`src/rtl/axi4_burst_checker_pkg.sv`:
```
// Shared types and constants for the AXI4 burst write/readback checker.
package axi4_burst_checker_pkg;

  typedef enum logic [2:0] {IDLE, AW, W, B, AR, R, FIN} state_t;

  localparam logic [1:0]  RESP_OKAY  = 2'b00;
  localparam logic [1:0]  BURST_INCR = 2'b01;
  localparam logic [31:0] LFSR_TAPS  = 32'h8020_0003;

  function automatic logic [31:0] lfsr_next(input logic [31:0] s);
    return s[0] ? ((s >> 1) ^ LFSR_TAPS) : (s >> 1);
  endfunction

  // Conservative 4 KB check: either bursts tile 4 KB pages exactly, or the whole run fits one page.
  function automatic bit layout_ok(input logic [63:0] base, input longint unsigned step,
                                   input longint unsigned n);
    longint unsigned off;
    off = base % 64'd4096;
    return ((64'd4096 % step == 64'd0) && (base % step == 64'd0)) || (off + n * step <= 64'd4096);
  endfunction

endpackage

```
`src/rtl/axi4_burst_checker_patgen.sv`:
```
// Data pattern source: SEED+n counter, or 32-bit Galois LFSR when AXI4_BURST_CHECKER_LFSR_EN is defined.
module axi4_burst_checker_patgen
  import axi4_burst_checker_pkg::*;
#(
  parameter int unsigned DATA_W = 32,
  parameter logic [31:0] SEED   = 32'h1234_5678
) (
  input  logic              clk,
  input  logic              rst_n,
  input  logic              load,
  input  logic              step,
  output logic [DATA_W-1:0] data
);

`ifdef AXI4_BURST_CHECKER_LFSR_EN
  logic [31:0] lfsr;

  always_ff @(posedge clk or negedge rst_n) begin
    if (!rst_n)    lfsr <= SEED;
    else if (load) lfsr <= SEED;
    else if (step) lfsr <= lfsr_next(lfsr);
  end

  if (DATA_W == 64) begin : g_w64
    assign data = {lfsr, ~lfsr};
  end else begin : g_w32
    assign data = lfsr;
  end
`else
  logic [DATA_W-1:0] cnt;

  always_ff @(posedge clk or negedge rst_n) begin
    if (!rst_n)    cnt <= DATA_W'(SEED);
    else if (load) cnt <= DATA_W'(SEED);
    else if (step) cnt <= cnt + 1'b1;
  end

  assign data = cnt;
`endif

endmodule

```
`config.mk`:
```
export PLATFORM = sky130hd
export DESIGN_NAME = axi4_burst_checker_patgen
export DESIGN_NICKNAME = d
export VERILOG_FILES = /design/src/rtl/axi4_burst_checker_pkg.sv /design/src/rtl/axi4_burst_checker_patgen.sv
export SDC_FILE = /design/constraint.sdc
export NUM_CORES = 1
export LEC_CHECK = 0
export ABC_CLOCK_PERIOD_IN_PS = 1900
export CAP_MARGIN = 20
export CORE_MARGIN = 8
export CORE_UTILIZATION = 45
export CTS_BUF_LIST = sky130_fd_sc_hd__clkbuf_4 sky130_fd_sc_hd__clkbuf_8 sky130_fd_sc_hd__clkbuf_16
export CTS_CLUSTER_SIZE = 28
export DETAILED_ROUTE_END_ITERATION = 8
export GPL_TIMING_DRIVEN = 0
export MAX_ROUTING_LAYER = met4
export PLACE_DENSITY = 0.81
export SYNTH_ARGS = -nofsm -noshare
export SYNTH_HDL_FRONTEND = slang
export SYNTH_SLANG_ARGS = --single-unit
export TNS_END_PERCENT = 5
```
`constraint.sdc`:
```
create_clock -name clk -period 1.9 [get_ports clk]
set_input_delay 0.19 -clock clk [delete_from_list [all_inputs] [get_ports clk]]
set_output_delay 0.19 -clock clk [all_outputs]
set_load 0.02 [all_outputs]
```
==> results.md <==
* Status: finished with violations
* Violated checks: setup timing
* Logic pwr share at 5.4%
* WP data required at 2.10 ns
* Switching part of the total at a little under a quarter
* # DRC at 0
* Top-count cell post-synth: dfrtp_1
* Full die area at 5900 µm²
* CTS hold repair buffers at 0
* Syn_area_per_cell at 9.72 µm²
* Tcrit/Tclk final at 101%
* Post-synth EDFFs at 0
* Vias in the first global route at 1477
* Placer Congestion at 0.853
* Relative slew margins at 37.6%
* Pin count of the biggest net entering global routing at 22
* IO Count at 36
* Layout area overhead at 39.7%
* Layout cell share with drive strength beyond 1 at 24.0%
* RR Endpoint: data[16]
* Global-route wire length before repair at 7.22 mm
* Leakage at roughly 0.00083 µW
* Num CTS Buffers at 5
* Synth warn at 0
* Setup TNS at -0.0219 ns
* Cell internal pwr at 1000 µW
* Sequential share of power at 53.2%
* Ys flop type: dfrtp_1
* RSZ-0062 raised after global routing: yes
* CP Launch Type: flip-flop
* Worst setup EP type: flip-flop
* WL per Instance at 16.8 µm
* Ys async rst share at 100%
* Clk pwr share at 41.4%
* Hold Path Cell Cnt at 3
* # setup viols final at 2
* Top cells by area, synth: dfrtp_1, dfstp_2, o31ai_1
* Endpoints failing hold at 0
* Synthesized area at 1660 µm²
* Met1 Usage GRT at ~18%
* Placed insts at 254
* Total GRT Usage at 15.0%
* CP Class: reg -> reg
* GR Util met2 at 23.7%
* Clk root buf: clkbuf_8
* CTS Buffer Depth at 2
* Met3 usage at 3.15%
* Clock Latency Late Sink at 0.28 ns
* Port Buf Inserts at 34
* Fin. max-slew vios at 0
* DR vias/cell at 5.98
* H-tree depth at 2
* PD cells at 561 nW/µm²
* Post-route setup slack at -0.0119 ns
* Drt first-iter violations at 142
* Dpl hpwl at slightly below 3 mm
* Vias at between 1500 and 2000
* Peak Freq at around 520 MHz
* Final WL at ~4.5 mm
* NetSw at 302 µW
* DIE WIDTH at approximately 77 µm
* Hold_sp: step
* Seq/Total Area, Yosys at roughly half
* Top-area cell type share of the netlist area at roughly 29%
* Worst-Margin Slew at 0.934 ns
* Worst-path clk slew at 0.07 ns
* Rows at 22
* DR pass1 iterations at 4
* Post-synthesis cell count at about 170
* Layer carrying the most global-route usage: met2
* Die H at 76.8 µm
* Placement Cell Area at 2080 µm²
* Worst-case reg-to-reg path depth at 5
* Peak supply drop at between 300 and 400 µV
* Minimum clock period at between 1.5 and 2 ns
* Core Region at 3610 µm²
* HP Class: in -> reg
* Worst slack at placement at -0.235 ns
* Layout Nets at 221
* Worst Hold Path EP: data[1]
* Synth unique cells at 27
* Design area at 2320 µm²
* Clk sinks at 32
* FF+latch count, synth at 32
* Largest register FFs at 32
* # diodes at 0
* Grt ovf at 0
* Initial core utilization at 46.1%
* Initial antenna violation count at 0
* Critical Path Fanout Max at 5
* Syn Nets at between 150 and 200
* R2r startpoint: data[3]
* Finished Layout Cells at 265
* Area leader, netlist: dfrtp_1
* Worst R2R Setup Slack at -0.01 ns
* Crit path DAT at 2.12 ns
* Setup Skew at approximately 0.0070 ns
* Post-synth top cells: dfrtp_1, nand3_1, nand2_1, o31ai_1, or4_1
* CTS tree: yes
* ANT nets after route at 0
* Max Cap Viol at 0
power by group through the flow:
stage	combinational, µW	clock (µW)	sequential [µW]
detailed placement	69.0	0	705
global route	77.0	583	694
CTS	69.4	543	693
floorplan	23.7	0	710
global placement	64.1	0	705
finish	69.8	540	693
cell usage in the layout (no fill, tap or decap), types with 4 or more instances in the layout:
cell type,Yosys,routed
clkdlybuf4s50_1,0,34
dfrtp_1,19,19
nand2_1,15,15
nand3_1,17,15
dfstp_2,13,13
or4_1,15,12
a21oi_1,14,11
o31ai_1,15,8
nand4_1,7,7
o31ai_2,0,6
o21ai_0,6,6
or3_1,6,6
nor2_1,6,6
clkbuf_8,0,6
xor2_1,5,5
inv_1,4,4
and4_4,0,4
buf_6,0,4
xnor2_1,4,4
per-stage QoR:
step                power, µW  util, %  hold WS [ns]
global placement          769     57.2         0.497
global route             1350     64.4         0.276
finish                   1300     64.4         0.228
floorplan                 733        -        -0.106
CTS                      1310     60.5         0.219
detailed placement        774     57.6         0.504
final cells by class:
| class | count | area [µm²] |
|---|---|---|
| Sequential cell | 32 | 817 |
| Clock buffer | 6 | 82.6 |
| Tap cell | 48 | 60.1 |
| Clock inverter | 2 | 10.0 |
| Inverter | 4 | 15.0 |
| Fill cell | 296 | 1280 |
| Buffer | 9 | 75.1 |
| Multi-Input combinational cell | 126 | 883 |
| Timing Repair Buffer | 38 | 379 |
per-layer routing:
metal | share of wire (%) | routed length, µm | up-vias
met1 | 45 | 2000 | 789
li1 | - | - | 746
met2 | 49 | 2190 | 43
met3 | 4.9 | 217 | 8
met5 | 0 | 0 | -
met4 | 1.0 | 46 | 0
kinds of logic after synthesis:
logic type | Yosys count | share of synthesized area (%)
AOI/OAI and AO/OA | 39 | 15.0
xor gates and xnor gates | 9 | 4.74
adders and majority gates | 1 | 0.752
buffers and inverters | 13 | 3.46
DFF | 32 | 49.1
muxes | 1 | 0.602
and+or+nand+nor | 76 | 26.3
critical path, cell delays in order (launching register included):
cell and delay, ns:
dfstp_2 0.58, o2111a_2 0.29, nand4_1 0.21, buf_6 0.21, or4_1 0.40, a21oi_1 0.16
worst max path at each step:
stage / start / to / slack [ns] / cells after the start
finish: data[3] / data[16] / -0.01 / 5
global route: data[3] / data[16] / -0.09 / 5
CTS: data[3] / data[24] / 0.002 / 5
detailed placement: load / data[15] / -0.23 / 6
global placement: load / data[15] / -0.23 / 6
floorplan: data[5] / data[15] / 0.06 / 5
repair_timing:
action	CTS	global route
setup endpoints to repair	9	18
gates resized for setup	4	35
pin swaps	1	13
gates cloned	0	1
endpoints found under the hold margin	0	0
setup buffers	0	2
Note: power is estimated with default switching activity, not from simulation.
